<file path="src/rtl/button_pulser_multi.sv">
// N-channel button front end: 2-FF synchronizer, counter debouncer and a
// press/auto-repeat pulse FSM per channel, all channels independent.
module button_pulser_multi #(
  parameter int unsigned N             = 4,
  parameter int unsigned DEB_CYCLES    = 4,
  parameter int unsigned HOLD_CYCLES   = 16,
  parameter int unsigned REPEAT_CYCLES = 8,
  parameter int unsigned CNT_W         = 16
) (
  input  logic         Clk,
  input  logic         Rst,
  input  logic [N-1:0] Bin,
  input  logic [N-1:0] RepEn,
  output logic [N-1:0] Bout,
  output logic [N-1:0] Pressed
);

  localparam logic [CNT_W-1:0] DEB_LAST  = CNT_W'(DEB_CYCLES - 1);
  localparam logic [CNT_W-1:0] HOLD_LAST = CNT_W'(HOLD_CYCLES - 1);
  localparam logic [CNT_W-1:0] REP_LAST  = CNT_W'(REPEAT_CYCLES - 1);

  typedef enum logic [2:0] {
    IDLE  = 3'd0,
    FIRST = 3'd1,
    HOLD  = 3'd2,
    RPT   = 3'd3,
    RWAIT = 3'd4,
    WAIT  = 3'd5
  } state_t;

  for (genvar g = 0; g < int'(N); g++) begin : g_ch
    logic             s1;
    logic             s2;
    logic             pressed;
    logic [CNT_W-1:0] dcnt;
    logic [CNT_W-1:0] tmr;
    logic             bout;
    state_t           state;

    // Synchronizer and debouncer; pressed is the active-high debounced level.
    always_ff @(posedge Clk) begin
      if (!Rst) begin
        s1      <= 1'b1;
        s2      <= 1'b1;
        pressed <= 1'b0;
        dcnt    <= '0;
      end else begin
        s1 <= Bin[g];
        s2 <= s1;
        if (s2 == ~pressed) begin
          dcnt <= '0;
        end else if (dcnt == DEB_LAST) begin
          pressed <= ~s2;
          dcnt    <= '0;
        end else begin
          dcnt <= dcnt + CNT_W'(1);
        end
      end
    end

    // Pulse FSM; bout is set on the same edge that enters FIRST or RPT.
    always_ff @(posedge Clk) begin
      if (!Rst) begin
        state <= IDLE;
        tmr   <= '0;
        bout  <= 1'b0;
      end else begin
        bout <= 1'b0;
        case (state)
          IDLE: begin
            if (pressed) begin
              state <= FIRST;
              bout  <= 1'b1;
            end
          end
          FIRST: begin
            if (RepEn[g]) begin
              state <= HOLD;
              tmr   <= '0;
            end else begin
              state <= WAIT;
            end
          end
          HOLD: begin
            if (!pressed) begin
              state <= IDLE;
            end else if (tmr == HOLD_LAST) begin
              state <= RPT;
              bout  <= 1'b1;
            end else begin
              tmr <= tmr + CNT_W'(1);
            end
          end
          RPT: begin
            state <= RWAIT;
            tmr   <= '0;
          end
          RWAIT: begin
            if (!pressed) begin
              state <= IDLE;
            end else if (!RepEn[g]) begin
              state <= WAIT;
            end else if (tmr == REP_LAST) begin
              state <= RPT;
              bout  <= 1'b1;
            end else begin
              tmr <= tmr + CNT_W'(1);
            end
          end
          WAIT: begin
            if (!pressed) begin
              state <= IDLE;
            end
          end
          default: begin
            state <= IDLE;
          end
        endcase
      end
    end

    assign Bout[g]    = bout;
    assign Pressed[g] = pressed;
  end

endmodule

</file>
<file path="config.mk">
export PLATFORM = sky130hd
export DESIGN_NAME = button_pulser_multi
export DESIGN_NICKNAME = d
export VERILOG_FILES = /design/src/rtl/button_pulser_multi.sv
export SDC_FILE = /design/constraint.sdc
export NUM_CORES = 1
export LEC_CHECK = 0
export ABC_AREA = 1
export BUFFER_PORTS_ARGS = -buffer_cell sky130_fd_sc_hd__buf_2
export CAP_MARGIN = 20
export CORE_MARGIN = 5
export CORE_UTILIZATION = 35
export CTS_CLUSTER_SIZE = 16
export DETAILED_ROUTE_END_ITERATION = 8
export PLACE_DENSITY = 0.56
export SETUP_SLACK_MARGIN = 0.1
export SKIP_CTS_REPAIR_TIMING = 1
export SYNTH_ARGS = -nofsm -noshare
export SYNTH_HDL_FRONTEND = slang
export SYNTH_SLANG_ARGS = --single-unit
</file>
<file path="constraint.sdc">
create_clock -name Clk -period 2.2 [get_ports Clk]
set_input_delay 0.33 -clock Clk [delete_from_list [all_inputs] [get_ports Clk]]
set_output_delay 0.33 -clock Clk [all_outputs]
set_load 0.1 [all_outputs]
</file>
Word-level counts from Yosys, hierarchy flattened
Index checks and enable logic that the tools add are counted.
{"block": "classes", "addsub": 8, "eq_ne": 76, "muxes": 92, "bitwise": 13, "reduce_logical": 24}
{"cell": "two-way mux 16 bit", "count": 24}
{"cell": "one-hot mux 16 bit (4 select lines)", "count": 4}
{"cell": "adder 16 x 1 -> 16 bit, second input constant", "count": 8}
{"cell": "two-way mux 3 bit", "count": 32}
{"cell": "one-hot mux 3 bit (6 select lines)", "count": 4}
{"cell": "equality test 16 x 2 -> 1 bit, second input constant", "count": 4}
{"cell": "equality test 16 x 3 -> 1 bit, second input constant", "count": 4}
{"cell": "equality test 16 x 4 -> 1 bit, second input constant", "count": 4}
{"cell": "inequality test 2 bit, second input constant", "count": 32}
{"cell": "AND reduction 7 bit", "count": 4}
{"cell": "equality test 3 x 2 -> 1 bit, second input constant", "count": 8}
{"cell": "equality test 3 bit, second input constant", "count": 8}
{"cell": "two-way mux 1 bit", "count": 24}
{"cell": "inequality test 4 bit, second input constant", "count": 4}
{"cell": "AND reduction 4 bit", "count": 4}
{"cell": "nonzero test 4 bit", "count": 4}
{"cell": "inverter 1 bit", "count": 13}
{"cell": "equality test 3 x 1 -> 1 bit, second input constant", "count": 4}
{"cell": "zero test 3 bit", "count": 4}
{"cell": "inequality test 3 bit, second input constant", "count": 4}
{"cell": "one-hot mux 1 bit (3 select lines)", "count": 4}
{"cell": "OR reduction 3 bit", "count": 4}
{"cell": "AND reduction 2 bit", "count": 4}
{"cell": "equality test 1 bit", "count": 4}
{"block": "word_totals", "ff_bits": 156, "output_inout_bits": 8, "elab_cells": 241}

Longest topological paths before layout
{"block": "depth", "word_depth": 5, "ltp_mapped": 13}

Least setup slack after synthesis
Ideal clock, no wire load.
{"block": "synth_path", "path_type": "register to register", "startpoint": "register g_ch[0].tmr[0]", "endpoint": "register g_ch[0].tmr[13]", "arrival_ps": 1473, "path_slack_ps": 660, "path_stages_with_launch": 13, "n_path_buf": 1, "synth_period_minus_slack_ps": 1540, "path_cell_list": "dfxtp_1 -> ha_1 -> nand2_1 -> clkinv_1 -> nand2_1 -> nor2_1 -> nand2_1 -> nand2_1 -> nand2_4 -> nand2_2 -> buf_6 -> nand2_1 -> a21oi_2"}
{"block": "synth_between", "elab_chain_len": 5, "elab_cells_between_ends": 12}
{"element": "start, declared", "line_no": "36", "text": "logic [CNT_W-1:0] tmr;"}
{"element": "start signal, assigned", "line_no": "91", "text": "tmr <= tmr + CNT_W'(1);"}
{"element": "start signal, assigned", "line_no": "107", "text": "tmr <= tmr + CNT_W'(1);"}
{"element": "adder 16 x 1 -> 16 bit", "line_no": "91, 107"}
{"element": "two-way mux 16 bit", "line_no": "103", "text": "end else if (tmr == REP_LAST) begin"}
{"element": "two-way mux 16 bit", "line_no": "101", "text": "end else if (!RepEn[g]) begin"}
{"element": "two-way mux 16 bit", "line_no": "99", "text": "if (!pressed) begin"}
{"element": "one-hot mux 16 bit (4 select lines)", "line_no": "69", "text": "case (state)"}
Parallel ways exist; a longest one is shown, timed or not. The select of a mux whose other input is x is not followed.
A chain may end at the register's enable or synchronous reset.

Worst setup path after layout
{"block": "layout_path", "startpoint": "register g_ch[0].tmr[0]", "endpoint": "register g_ch[0].state[1]"}
{"block": "layout_between", "elab_chain_len": 3, "elab_cells_between_ends": 5}
{"element": "equality test 16 x 3 -> 1 bit / equality test 16 x 4 -> 1 bit (equally long branches)", "line_no": "103, 87"}
{"element": "inequality test 4 bit (no source line) / inequality test 3 bit (equally long branches)"}
{"element": "AND reduction 4 bit (no source line) (*)"}
{"element": "end signal, assigned", "line_no": "100", "text": "state <= IDLE;"}
{"element": "end signal, assigned", "line_no": "102", "text": "state <= WAIT;"}
{"element": "end signal, assigned", "line_no": "104", "text": "state <= RPT;"}
{"element": "end, declared", "line_no": "38", "text": "state_t state;"}
Every way passes the cells marked *; elsewhere a longest branch is shown, timed or not.

==> impl_results.md <==
* Status: finished, final reports clean
* Final period utilization at 81.8%
* Routed wire per std cell at 11.3 µm
* Worst setup EP type: flop
* Maximum vdd drop at 0.000560 V
* Largest family of logic cells by synthesized area: simple AND/OR/NAND/NOR gates
* First-pass GRT wire length at 34700 µm
* Hold Path Class: primary input to flop
* RSZ-0062 raised after global routing: false
* Detailed Routing Iterations Pass 1 at 5
* Area of the mapped netlist at 8930 µm²
* GRT Total Usage at 14.1%
* Skew final at 11.2 ps
* Gr ovfl total at 0
* Max Slew Vio Count at 0
* Synth unique cells at 45
* Clock latency at the later pin of the worst-skew pair at 430 ps
* Final wirelength at 19800 µm
* Crit path launch type: flop
* Met3 Use GR at 3.14%
* Sw Share at 26.9%
* Syn Area/Cell at 6.38 µm²
* Crit path kind: flop to flop
* Req. time, crit path at 2510 ps
* Clk network pwr share at 46.0%
* Worst slew margin at 57.4%
* GR Util met2 at 22.8%
* Routability cong. at 0.831
* Simple-gate share of the synthesized area at 42.6%
* Clock transition at path regs at 70 ps
* Switching Power at 0.00183 W
* CTS root buf: clkbuf_16
* Num ports at 18
* DIE AREA at 28800 µm²
* Initial antenna violation count at 0
* Leakage power at 3.54 nW
* Sequential share of power at 42.7%
* Maximum clock rate at 556 MHz
* Antenna cells at 0
* Row count at 58
* Synth Area in Adders at 1.12%
* Layout Nets at 1432
* Internal Power at 0.00497 W
* Die height at 170 µm
* Final Hold Vio Count at 0
* Met1 global-route usage at 19.4%
* Max Cap Viol at 0
* Max Root-Sink Buffers at 2
* Num CTS Buffers at 17
* Number of remaining DRC errors at 0
* Share of layout cells above drive strength 1 at 8.90%
* Finished Core Util at 39.5%
* Final Setup Violations at 0
* Vias in the first global route at 7541
* Starting DRT DRC Count at 527
* H-tree depth at 4
* IO Port Bufs at 17
* Compound-Gate Fraction of Synth Area at 9.43%
* Synth Flop Type: dfxtp_1
* Post-synth EDFFs at 0
* Async SR Flop Fraction at 0%
* CP Max Fanout at 8
* Via count at 8326
* Most Crowded Layer GR: met2
* Synth Area in XOR/XNOR at 3.04%
* Pwr dens at 683 nW/µm²
* Reg2Reg Setup Slack at 400 ps
* Syn-to-layout area delta at 11.4%
* Synth Instances at 1399
* Mux cell area share after synthesis at 0%
* Die width at 170 µm
* Register area share after synthesis at 35.0%
* Arrival @ worst endpoint at 2110 ps
* Antenna Nets Post-Route at 0
* Synthesized flop and latch total at 156
* Measured slew at the worst slew-check pin at 637 ps
* Setup TNS Final at 0 ps
* DPL Wire Length at 14600 µm
* CTS tree: yes
* Ys Warns at 0
* Syn Nets at 1417
* Vias per Instance at 4.74
* Sinks on Clock Net at 156
* Initial core utilization at 35.5%
* Core Region at 25200 µm²
* Crit path time final at 1800 ps
* Largest net degree at the start of global routing at 30
* Logic pwr share at 11.2%
power by group through the flow:
stage               logic (W)  clock network (W)  registers (W)
floorplan            0.000619                  0        0.00296
global placement     0.000749                  0        0.00297
detailed placement   0.000752                  0        0.00297
CTS                  0.000754            0.00322        0.00290
global route         0.000863            0.00335        0.00291
finish               0.000763            0.00313        0.00290
synth_stat cells (10+ instances only):
library cell	instances	area [µm²]
clkbuf_1	11	41.3
nand2_1	391	1470
or2_2	16	100
a21oi_1	88	440
nor3_1	53	265
nand3_1	93	465
nand4_1	41	257
xor2_1	24	210
nor2_1	212	796
nor2_2	12	75.1
nor3b_1	12	90.1
nor2_4	10	113
inv_1	147	552
dfxtp_1	156	3120
o21ai_0	33	165
path summary, 6_finish.rpt:
kind / cells past startpoint / from / endpoint
worst max-delay path: 10 / g_ch[0].tmr[0]$_SDFFE_PN0P_ / g_ch[0].state[1]$_SDFFE_PN0P_
worst min-delay path: 2 / Bin[2] / g_ch[2].s1$_SDFF_PN1_
worst max register to register: 10 / g_ch[0].tmr[0]$_SDFFE_PN0P_ / g_ch[0].state[1]$_SDFFE_PN0P_
worst min register to register: 1 / g_ch[3].s1$_SDFF_PN1_ / g_ch[3].s2$_SDFF_PN1_
routing by layer:
layer,vias to the layer above,wire length [µm]
met5,-,0
met1,3669,10100
li1,4525,-
met3,11,661
met2,121,8870
met4,0,139
logic make-up after synthesis:
logic type	after synthesis
buf+inv	190
simple gates	862
fa+ha+maj	8
flops	156
compound gates	152
xor+xnor	31
worst max-delay path, cell delays in order, from the launching register on:
cell and delay [ps]:
dfxtp_1 410, ha_1 220, nand3_1 140, nor2_1 170, nand2_1 100, nand2_1 90
nand2_1 190, nor2_1 200, nand2_1 70, nand2_1 60, nor2_1 30
final cells by class:
type                            count  area, µm²
Fill cell                        2671      15200
Multi-Input combinational cell   1053       5020
Sequential cell                   156       3120
Inverter                          157        589
Clock buffer                       20        467
Tap cell                          330        413
Timing Repair Buffer               29        175
Clock inverter                     12        161
per-stage QoR:
stage,cell area [µm²],total power [W],hold slack [ps],worst slack [ps],std cells
3_5_place_dp,9320,0.00372,400,407,1725
5_1_grt,9950,0.00713,72.9,118,1757
4_1_cts,9940,0.00688,75.0,367,1757
2_1_floorplan,8930,0.00358,393,660,1399
6_report,9950,0.00679,93.4,400,1757
3_3_place_gp,9320,0.00372,396,459,1725
layout by cell type (no fill, tap or decap), types with 16 or more instances in the layout:
master,n
a21oi_1,88
or2_2,16
nand4_1,41
o21ai_0,33
inv_1,146
buf_2,17
clkbuf_16,17
xor2_1,24
nor2_1,212
nor3_1,53
dfxtp_1,156
nand3_1,93
nand2_1,391
state kept, by name, indices dropped and copies added, names as in the netlist:
name,cells
g_ch.state,12
g_ch.tmr,64
g_ch.pressed,4
g_ch.dcnt,64
g_ch.s2,4
g_ch.s1,4
g_ch.bout,4
Note: power is estimated with default switching activity, not from simulation.
